==> src/rtl/uart_pkg.sv <==
// Shared types and helpers for the UART echo block.
//   rx_state_t / tx_state_t : receiver and transmitter FSM states
//   IDLE_LEVEL, START_LEVEL, STOP_LEVEL : serial line levels
//   parity_bit() : parity bit for up to MAX_DATA_BITS of payload
package uart_pkg;

    typedef enum logic [2:0] {
        R_IDLE,
        R_START,
        R_DATA,
        R_PAR,
        R_STOP
    } rx_state_t;

    typedef enum logic [2:0] {
        T_IDLE,
        T_START,
        T_DATA,
        T_PAR,
        T_STOP
    } tx_state_t;

    localparam logic IDLE_LEVEL  = 1'b1;
    localparam logic START_LEVEL = 1'b0;
    localparam logic STOP_LEVEL  = 1'b1;

    localparam int unsigned MAX_DATA_BITS = 9;

    // Even parity bit is the XOR of the payload; odd parity inverts it.
    // Narrower payloads are zero-extended by the caller.
    function automatic logic parity_bit(input logic [MAX_DATA_BITS-1:0] data,
                                        input logic                     odd);
        return (^data) ^ odd;
    endfunction

endpackage

==> src/rtl/uart_sync_fifo.sv <==
// Synchronous FIFO with a combinational read port (dout shows the head entry).
// Ports:
//   clk, reset    : clock, synchronous active-high reset
//   push, din     : write request and data; accepted when not full or when popping
//   pop, dout     : read request (ignored when empty) and head data
//   full, empty   : occupancy status
//   count         : occupancy, 0..DEPTH
module uart_sync_fifo
    import uart_pkg::*;
#(
    parameter int unsigned WIDTH = 8,
    parameter int unsigned DEPTH = 16
) (
    input  logic                     clk,
    input  logic                     reset,
    input  logic                     push,
    input  logic                     pop,
    input  logic [WIDTH-1:0]         din,
    output logic [WIDTH-1:0]         dout,
    output logic                     full,
    output logic                     empty,
    output logic [$clog2(DEPTH):0]   count
);

    localparam int unsigned AW = $clog2(DEPTH);
    localparam int unsigned CW = AW + 1;

    logic [WIDTH-1:0] mem [DEPTH];
    logic [AW-1:0]    wr_ptr;
    logic [AW-1:0]    rd_ptr;
    logic             do_push_c;
    logic             do_pop_c;

    assign full  = (count == CW'(DEPTH));
    assign empty = (count == '0);
    assign dout  = mem[rd_ptr];

    // A pop frees the slot a same-cycle push needs, so full+push+pop does both.
    assign do_pop_c  = pop && !empty;
    assign do_push_c = push && (!full || do_pop_c);

    // Pointers and occupancy; DEPTH is a power of two so pointers wrap naturally.
    always_ff @(posedge clk) begin
        if (reset) begin
            wr_ptr <= '0;
            rd_ptr <= '0;
            count  <= '0;
        end else begin
            if (do_push_c) wr_ptr <= wr_ptr + AW'(1);
            if (do_pop_c)  rd_ptr <= rd_ptr + AW'(1);
            count <= count + CW'(do_push_c) - CW'(do_pop_c);
        end
    end

    // Storage array, not reset.
    always_ff @(posedge clk) begin
        if (do_push_c) mem[wr_ptr] <= din;
    end

endmodule

==> src/rtl/uart_echo_fifo.sv <==
// UART transceiver that echoes every good received word back out on TxD
// through an on-chip FIFO. Reception is oversampled with a 2-flop synchroniser
// and start-bit glitch rejection; errors are reported on sticky flags.
// Optional feature macro: UART_PARITY_EN adds one parity bit per frame
// (even when PARITY_ODD=0, odd otherwise); without it parity_err is tied 0.
// Ports:
//   clk, reset  : clock, synchronous active-high reset
//   RxD         : asynchronous serial input, idle high
//   TxD         : serial output, idle high
//   clr_err     : one-cycle pulse clearing all sticky flags
//   frame_err   : sticky, stop bit sampled low
//   rx_overrun  : sticky, word arrived while FIFO full
//   parity_err  : sticky, parity mismatch
//   fifo_count  : FIFO occupancy, 0..FIFO_DEPTH
module uart_echo_fifo
    import uart_pkg::*;
#(
    parameter int unsigned CLK_FREQ_HZ = 100000000,
    parameter int unsigned BAUD        = 9600,
    parameter int unsigned OVERSAMPLE  = 16,
    parameter int unsigned DATA_BITS   = 8,
    parameter int unsigned FIFO_DEPTH  = 16,
    parameter int unsigned PARITY_ODD  = 0
) (
    input  logic                          clk,
    input  logic                          reset,
    input  logic                          RxD,
    output logic                          TxD,
    input  logic                          clr_err,
    output logic                          frame_err,
    output logic                          rx_overrun,
    output logic                          parity_err,
    output logic [$clog2(FIFO_DEPTH):0]   fifo_count
);

    localparam int unsigned DIV = CLK_FREQ_HZ / (BAUD * OVERSAMPLE);
    localparam int unsigned DW  = $clog2(DIV);
    localparam int unsigned SW  = $clog2(OVERSAMPLE);
    localparam int unsigned BW  = $clog2(DATA_BITS);

    localparam logic [DW-1:0] DIV_LAST = DW'(DIV - 1);
    localparam logic [SW-1:0] OS_LAST  = SW'(OVERSAMPLE - 1);
    localparam logic [SW-1:0] OS_HALF  = SW'(OVERSAMPLE / 2 - 1);
    localparam logic [BW-1:0] BIT_LAST = BW'(DATA_BITS - 1);

    // Elaboration-time parameter sanity checks.
    if (DIV < 2) begin : g_bad_div
        $error("uart_echo_fifo: CLK_FREQ_HZ/(BAUD*OVERSAMPLE) must be >= 2");
    end
    if ((OVERSAMPLE < 4) || (OVERSAMPLE % 2 != 0)) begin : g_bad_os
        $error("uart_echo_fifo: OVERSAMPLE must be even and >= 4");
    end
    if ((DATA_BITS < 5) || (DATA_BITS > MAX_DATA_BITS)) begin : g_bad_dbits
        $error("uart_echo_fifo: DATA_BITS must be 5..9");
    end
    if ((FIFO_DEPTH < 2) || ((FIFO_DEPTH & (FIFO_DEPTH - 1)) != 0)) begin : g_bad_depth
        $error("uart_echo_fifo: FIFO_DEPTH must be a power of two >= 2");
    end
    if (PARITY_ODD > 1) begin : g_bad_par
        $error("uart_echo_fifo: PARITY_ODD must be 0 or 1");
    end

    // Free-running oversample tick.
    logic [DW-1:0] div_cnt;
    logic          tick_c;

    assign tick_c = (div_cnt == DIV_LAST);

    always_ff @(posedge clk) begin
        if (reset)       div_cnt <= '0;
        else if (tick_c) div_cnt <= '0;
        else             div_cnt <= div_cnt + DW'(1);
    end

    // RxD synchroniser, reset to the idle level.
    logic rx_meta;
    logic rxs;

    always_ff @(posedge clk) begin
        if (reset) begin
            rx_meta <= IDLE_LEVEL;
            rxs     <= IDLE_LEVEL;
        end else begin
            rx_meta <= RxD;
            rxs     <= rx_meta;
        end
    end

    // FIFO between receiver and transmitter.
    logic [DATA_BITS-1:0] fifo_dout;
    logic                 fifo_full;
    logic                 fifo_empty;
    logic                 rx_push_c;
    logic                 tx_pop_c;
    logic [DATA_BITS-1:0] rx_sh;

    uart_sync_fifo #(
        .WIDTH (DATA_BITS),
        .DEPTH (FIFO_DEPTH)
    ) u_fifo (
        .clk   (clk),
        .reset (reset),
        .push  (rx_push_c),
        .pop   (tx_pop_c),
        .din   (rx_sh),
        .dout  (fifo_dout),
        .full  (fifo_full),
        .empty (fifo_empty),
        .count (fifo_count)
    );

    // Receiver.
    rx_state_t     rx_state;
    logic [SW-1:0] rx_scnt;
    logic [BW-1:0] rx_bcnt;
    logic          rx_stop_pt_c;

    assign rx_stop_pt_c = tick_c && (rx_state == R_STOP) && (rx_scnt == OS_LAST);

`ifdef UART_PARITY_EN
    logic rx_par_bad;
    assign rx_push_c = rx_stop_pt_c && (rxs == STOP_LEVEL) && !rx_par_bad;
`else
    assign rx_push_c  = rx_stop_pt_c && (rxs == STOP_LEVEL);
    assign parity_err = 1'b0;
`endif

    // RX FSM plus sticky flags; a new error in the clr_err cycle wins.
    always_ff @(posedge clk) begin
        if (reset) begin
            rx_state   <= R_IDLE;
            rx_scnt    <= '0;
            rx_bcnt    <= '0;
            rx_sh      <= '0;
            frame_err  <= 1'b0;
            rx_overrun <= 1'b0;
`ifdef UART_PARITY_EN
            rx_par_bad <= 1'b0;
            parity_err <= 1'b0;
`endif
        end else begin
            if (clr_err) begin
                frame_err  <= 1'b0;
                rx_overrun <= 1'b0;
`ifdef UART_PARITY_EN
                parity_err <= 1'b0;
`endif
            end
            if (rx_push_c && fifo_full && !tx_pop_c) rx_overrun <= 1'b1;

            if (tick_c) begin
                case (rx_state)
                    R_IDLE: begin
                        if (rxs == START_LEVEL) begin
                            rx_state <= R_START;
                            rx_scnt  <= '0;
                        end
                    end
                    R_START: begin
                        if (rx_scnt == OS_HALF) begin
                            rx_scnt  <= '0;
                            rx_bcnt  <= '0;
                            rx_state <= (rxs == IDLE_LEVEL) ? R_IDLE : R_DATA;
                        end else begin
                            rx_scnt <= rx_scnt + SW'(1);
                        end
                    end
                    R_DATA: begin
                        if (rx_scnt == OS_LAST) begin
                            rx_scnt <= '0;
                            rx_sh   <= {rxs, rx_sh[DATA_BITS-1:1]};
                            if (rx_bcnt == BIT_LAST) begin
`ifdef UART_PARITY_EN
                                rx_state <= R_PAR;
`else
                                rx_state <= R_STOP;
`endif
                            end else begin
                                rx_bcnt <= rx_bcnt + BW'(1);
                            end
                        end else begin
                            rx_scnt <= rx_scnt + SW'(1);
                        end
                    end
`ifdef UART_PARITY_EN
                    R_PAR: begin
                        if (rx_scnt == OS_LAST) begin
                            rx_scnt    <= '0;
                            rx_par_bad <= (rxs != parity_bit(MAX_DATA_BITS'(rx_sh), 1'(PARITY_ODD)));
                            if (rxs != parity_bit(MAX_DATA_BITS'(rx_sh), 1'(PARITY_ODD)))
                                parity_err <= 1'b1;
                            rx_state   <= R_STOP;
                        end else begin
                            rx_scnt <= rx_scnt + SW'(1);
                        end
                    end
`endif
                    R_STOP: begin
                        if (rx_scnt == OS_LAST) begin
                            rx_scnt  <= '0;
                            rx_state <= R_IDLE;
                            if (rxs != STOP_LEVEL) frame_err <= 1'b1;
                        end else begin
                            rx_scnt <= rx_scnt + SW'(1);
                        end
                    end
                    default: rx_state <= R_IDLE;
                endcase
            end
        end
    end

    // Transmitter.
    tx_state_t            tx_state;
    logic [SW-1:0]        tx_scnt;
    logic [BW-1:0]        tx_bcnt;
    logic [DATA_BITS-1:0] tx_sh;
`ifdef UART_PARITY_EN
    logic                 tx_par;
`endif

    assign tx_pop_c = (tx_state == T_IDLE) && !fifo_empty;

    // TX FSM; TxD is registered so it changes one cycle after each decision.
    always_ff @(posedge clk) begin
        if (reset) begin
            tx_state <= T_IDLE;
            tx_scnt  <= '0;
            tx_bcnt  <= '0;
            tx_sh    <= '0;
            TxD      <= IDLE_LEVEL;
`ifdef UART_PARITY_EN
            tx_par   <= 1'b0;
`endif
        end else begin
            case (tx_state)
                T_IDLE: begin
                    if (tx_pop_c) begin
                        tx_sh    <= fifo_dout;
                        tx_scnt  <= '0;
                        tx_bcnt  <= '0;
                        TxD      <= START_LEVEL;
                        tx_state <= T_START;
`ifdef UART_PARITY_EN
                        tx_par   <= parity_bit(MAX_DATA_BITS'(fifo_dout), 1'(PARITY_ODD));
`endif
                    end
                end
                T_START: begin
                    if (tick_c) begin
                        if (tx_scnt == OS_LAST) begin
                            tx_scnt  <= '0;
                            TxD      <= tx_sh[0];
                            tx_state <= T_DATA;
                        end else begin
                            tx_scnt <= tx_scnt + SW'(1);
                        end
                    end
                end
                T_DATA: begin
                    if (tick_c) begin
                        if (tx_scnt == OS_LAST) begin
                            tx_scnt <= '0;
                            if (tx_bcnt == BIT_LAST) begin
`ifdef UART_PARITY_EN
                                TxD      <= tx_par;
                                tx_state <= T_PAR;
`else
                                TxD      <= STOP_LEVEL;
                                tx_state <= T_STOP;
`endif
                            end else begin
                                tx_bcnt <= tx_bcnt + BW'(1);
                                tx_sh   <= tx_sh >> 1;
                                TxD     <= tx_sh[1];
                            end
                        end else begin
                            tx_scnt <= tx_scnt + SW'(1);
                        end
                    end
                end
`ifdef UART_PARITY_EN
                T_PAR: begin
                    if (tick_c) begin
                        if (tx_scnt == OS_LAST) begin
                            tx_scnt  <= '0;
                            TxD      <= STOP_LEVEL;
                            tx_state <= T_STOP;
                        end else begin
                            tx_scnt <= tx_scnt + SW'(1);
                        end
                    end
                end
`endif
                T_STOP: begin
                    if (tick_c) begin
                        if (tx_scnt == OS_LAST) begin
                            tx_scnt  <= '0;
                            tx_state <= T_IDLE;
                        end else begin
                            tx_scnt <= tx_scnt + SW'(1);
                        end
                    end
                end
                default: begin
                    tx_state <= T_IDLE;
                    TxD      <= IDLE_LEVEL;
                end
            endcase
        end
    end

endmodule

==> config.mk <==
export PLATFORM = sky130hd
export DESIGN_NAME = uart_echo_fifo
export DESIGN_NICKNAME = d
export VERILOG_FILES = /design/src/rtl/uart_pkg.sv /design/src/rtl/uart_sync_fifo.sv /design/src/rtl/uart_echo_fifo.sv
export SDC_FILE = /design/constraint.sdc
export NUM_CORES = 1
export LEC_CHECK = 0
export BUFFER_PORTS_ARGS = -buffer_cell sky130_fd_sc_hd__buf_2
export CAP_MARGIN = 10
export CORE_UTILIZATION = 35
export CTS_BUF_LIST = sky130_fd_sc_hd__clkbuf_4 sky130_fd_sc_hd__clkbuf_8 sky130_fd_sc_hd__clkbuf_16
export CTS_CLUSTER_DIAMETER = 30
export DETAILED_ROUTE_END_ITERATION = 16
export MAX_ROUTING_LAYER = met4
export PLACE_DENSITY = 0.49
export SYNTH_ARGS = -nofsm -noshare
export SYNTH_HDL_FRONTEND = slang
export SYNTH_HIERARCHICAL = 1
export SYNTH_SLANG_ARGS = --single-unit
==> constraint.sdc <==
create_clock -name clk -period 4.8 [get_ports clk]
set_input_delay 0.48 -clock clk [delete_from_list [all_inputs] [get_ports clk]]
set_output_delay 0.48 -clock clk [all_outputs]
set_load 0.05 [all_outputs]
==> reports/results.md <==
| Stage | Item | Reported |
|---|---|---|
| timing | Setup repair after global routing missed its margin | no |
| timing | Final Max Slew Viols | 0 |
| yosys | Cell area after synthesis | 0.00828 sq mm |
| cts | Clock tree from TritonCTS | done |
| yosys | Top post-synthesis cells by area | edfxtp_1, dfxtp_1, mux4_2 |
| cts | Sink count of the clock tree | 196 |
| cts | Hold bufs inserted after CTS | 0 |
| detailed routing | Vias per cell | 5.08 |
| timing | Total negative slack for setup checks | 0 ps |
| yosys | Largest area contributor in the netlist | edfxtp_1 |
| timing | Final Cycle Share | 0.747 |
| yosys | Post-synthesis sequential element count | 196 |
| cts | CTS buffer count | 17 |
| yosys | Share of synthesized area occupied by flip-flops and latches | 0.628 |
| power | Clock power share | 0.342 |
| yosys | Simple logic cell fraction of the synthesized area | 0.116 |
| floorplan | Die footprint | 0.0243 sq mm |
| place | HPWL after detailed placement | 11,000 um |
| yosys | Distinct cell type count after synthesis | 58 |
| yosys | Mean area per synthesized cell | 14.1 sq um |
| grt | Remaining global-route overflow | 0 |
| yosys | Number of synthesized flops with an enable pin | 128 |
| worst setup path | Setup crit end kind | flop |
| floorplan | Floorplan die width | 156 um |
| detailed routing | ANT nets after route | 0 |
| power | Sequential share of power | 0.485 |
| timing | Smallest hold slack | 248 ps |
| worst setup path | Category of the most critical setup path | reg -> reg |
| timing | Tmin final | 3590 ps |
| yosys | Most instantiated library cell after synthesis | edfxtp_1 |
| run status | Outcome | finished, final reports clean |
| floorplan | Starting density of the core | 0.362 |
| job | Count of maximum capacitance violations | 0 |
| worst setup path | WP data arrival | 3940 ps |
| cts | CTS H-tree lvls | 4 |
| final layout | Share of cells above drive strength 1 | 0.147 |
| place | Final weighted congestion of routability-driven global placement | 0.759 |
| final layout | Number of nets at the end of the flow | 616 |
| worst setup path | Category of the worst setup path launch point | flop |
| timing | Final setup viols | 0 |
| yosys | Dominant combinational cell family by area after synthesis | simple AND/OR/NAND/NOR gates |
| cts | Worst-skew pair later-pin latency | 430 ps |
| power | Cell leakage power | 0.00315 uW |
| detailed routing | Drt total wl | 16,800 um |
| power | Max rail drop VDD | 0.000259 V |
| timing | Total count of hold-check failures in the final report | 0 |
| place | Number of buffer cells added on primary ports | 11 |
| grt | Initial antenna violation count | 0 |
| floorplan | Standard cell core area | 0.0229 sq mm |
| yosys | Fraction of synthesized area in multiplexers | 0.111 |
| cts | Clock-pin slew of the registers on the worst-case setup and hold paths | 70 ps |
| grt | Number of global-route vias before repair | 4,690 |
| worst setup path | Worst-path maximum fanout | 16 |
| yosys | Top FF cell, synth | edfxtp_1 |
| yosys | Portion of synthesized cell area occupied by the leading cell type | 0.464 |
| cts | Buffer levels on the longest clock path | 2 |
| timing | Max frequency | 0.279 GHz |
| grt | All-Layer GR Usage | 0.153 |
| yosys | Mapped Cells | 586 |
| yosys | Top cells by count, synth | edfxtp_1, dfxtp_1, nor2_1 |
| cts | Setup Buffers After CTS | 0 |
| timing | Skew final | 12.3 ps |
| floorplan | Die H | 156 um |
| yosys | Proportion of synthesized flip-flops having asynchronous set or reset | 0 |
| floorplan | Ports | 13 |
| power | Sw Share | 0.281 |
| worst hold path | Worst Hold Class | in -> reg |
| detailed routing | Post-detailed-route DRC marker count | 0 |
| power | Cell Pwr Density | 439 mW/mm^2 |
| final layout | Antenna cells | 0 |
| floorplan | Number of cell rows | 55 |
| cts | CTS Root Buffer Type | clkbuf_16 |
| grt | Wire length of the first global-routing pass | 26,600 um |
| timing | Worst slew slack as a fraction of its limit | 0.314 |
| final layout | Post-synthesis to final-layout area growth | 11.0% |
| yosys | Yosys warnings | 6 |
| worst setup path | Required time of the critical path | 5150 ps |
| detailed routing | Mean routed wirelength per cell | 18.3 um |
| detailed routing | Pre-Repair DR Iteration Count | 4 |
| yosys | Share of the synthesized netlist area taken by xor and xnor gates | 0.0201 |
| grt | Maximum number of pins on one net before global-route repair | 58 |
| worst setup path | Flop2flop setup slack | 1210 ps |
| cts | Gates resized, CTS repair | 0 |
| detailed routing | Number of vias in the routed layout | 4,673 |
| power | Net Sw Power | 1130 uW |
| power | Cell-internal power | 2900 uW |
| timing | Least-Margin Pin Slew | 1030 ps |
| detailed routing | Iter 0 DRT Violations | 347 |
| yosys | Synth Area in Compound Gates | 0.0654 |
| yosys | Post-synthesis share of cell area spent on full adders, half adders and majority gates | 0.0296 |
| power | Logic pwr share | 0.173 |
| yosys | Syn Nets | 609 |
==> power groups by stage <==
stage / combinational [uW] / clock (uW) / sequential, uW
after floorplan: 552 / 0 / 1980
after global placement: 703 / 0 / 1990
after detailed placement: 705 / 0 / 2000
after CTS: 708 / 1420 / 1960
after global routing: 772 / 1490 / 1970
final: 700 / 1380 / 1960
==> final cells by class <==
class	count	area (sq um)
clock inverter	14	139
inverter	15	56.3
tap	313	392
clock buffer	18	433
timing repair buffer	20	123
multi-input combinational	343	2850
fill	2135	13700
sequential	196	5210
==> metal layers <==
metal,GRT usage,share of wire,vias up
met4,0.0406,0.0044,0
met5,-,0,-
met3,0.0317,0.023,4
met2,0.247,0.51,44
li1,-,-,2244
met1,0.195,0.46,2381
==> worst paths after layout <==
check / end / cells past startpoint / startpoint
worst max-delay path: u_fifo/count[4] / 13 / u_fifo/count[3]
worst min-delay path: rx_meta / 2 / RxD
worst max register to register: u_fifo/count[4] / 13 / u_fifo/count[3]
worst min register to register: rxs / 1 / rx_meta
==> cell families after synthesis <==
kind of cell,count (synthesis)
AO/OA/AOI/OAI,80
XOR/XNOR,19
adder cells (fa/ha/maj),19
buffers and inverters,47
flip-flops,196
multiplexers,47
other,1
AND/OR/NAND/NOR,177
==> registers in the layout, summed over array words and instances (netlist names), 3 cells and up, named ones only <==
| signal | cells |
|---|---|
| u_fifo/mem | 128 |
| div_cnt | 10 |
| rx_sh | 8 |
| tx_sh | 8 |
| u_fifo/count | 5 |
| rx_scnt | 4 |
| tx_scnt | 4 |
| u_fifo/rd_ptr | 4 |
| u_fifo/wr_ptr | 4 |
| rx_bcnt | 3 |
| rx_state | 3 |
| tx_bcnt | 3 |
| tx_state | 3 |
==> metrics by stage <==
| step | cell area, sq um | setup slack (ps) | util | total power (uW) | instances |
|---|---|---|---|---|---|
| 2_1_floorplan | 8280 | 835 | - | 2530 | 586 |
| 3_3_place_gp | 8620 | 1260 | 0.376 | 2700 | 887 |
| 3_5_place_dp | 8620 | 1240 | 0.376 | 2700 | 887 |
| 4_1_cts | 9200 | 1210 | 0.401 | 4080 | 919 |
| 5_1_grt | 9200 | 942 | 0.401 | 4240 | 919 |
| 6_report | 9200 | 1210 | 0.401 | 4040 | 919 |
==> worst max-delay path, stage by stage, from the launching register on <==
cell and delay, ps:
dfxtp_1 330, inv_1 90, ha_1 160, or4b_4 510, inv_1 160, nor4_2 70
o21ai_2 650, mux2i_1 180, ha_1 260, fa_1 410, a21oi_1 150, nor2_1 60
or3_1 340, a21oi_1 140
==> cells in the final DEF, fill, tap and decap left out, types with 9 or more instances in the layout <==
cell       synthesis  layout
dfxtp_1           68      66
clkbuf_16          0      17
nand2b_1           9       9
a22oi_1           19      19
ha_1              18      18
edfxtp_1         128     128
nand2_1           29      29
mux4_1            14      14
o21ai_0           13      13
buf_4              2       9
mux2i_1           15      15
buf_2              5      11
nand3_1           22      22
mux4_2            18      18
inv_1             15      15
nor3_1             9       9
xor2_1            13      13
a21oi_1           25      25
and3_1            10      10
nor2_1            47      47
Note: power is estimated with default switching activity, not from simulation.
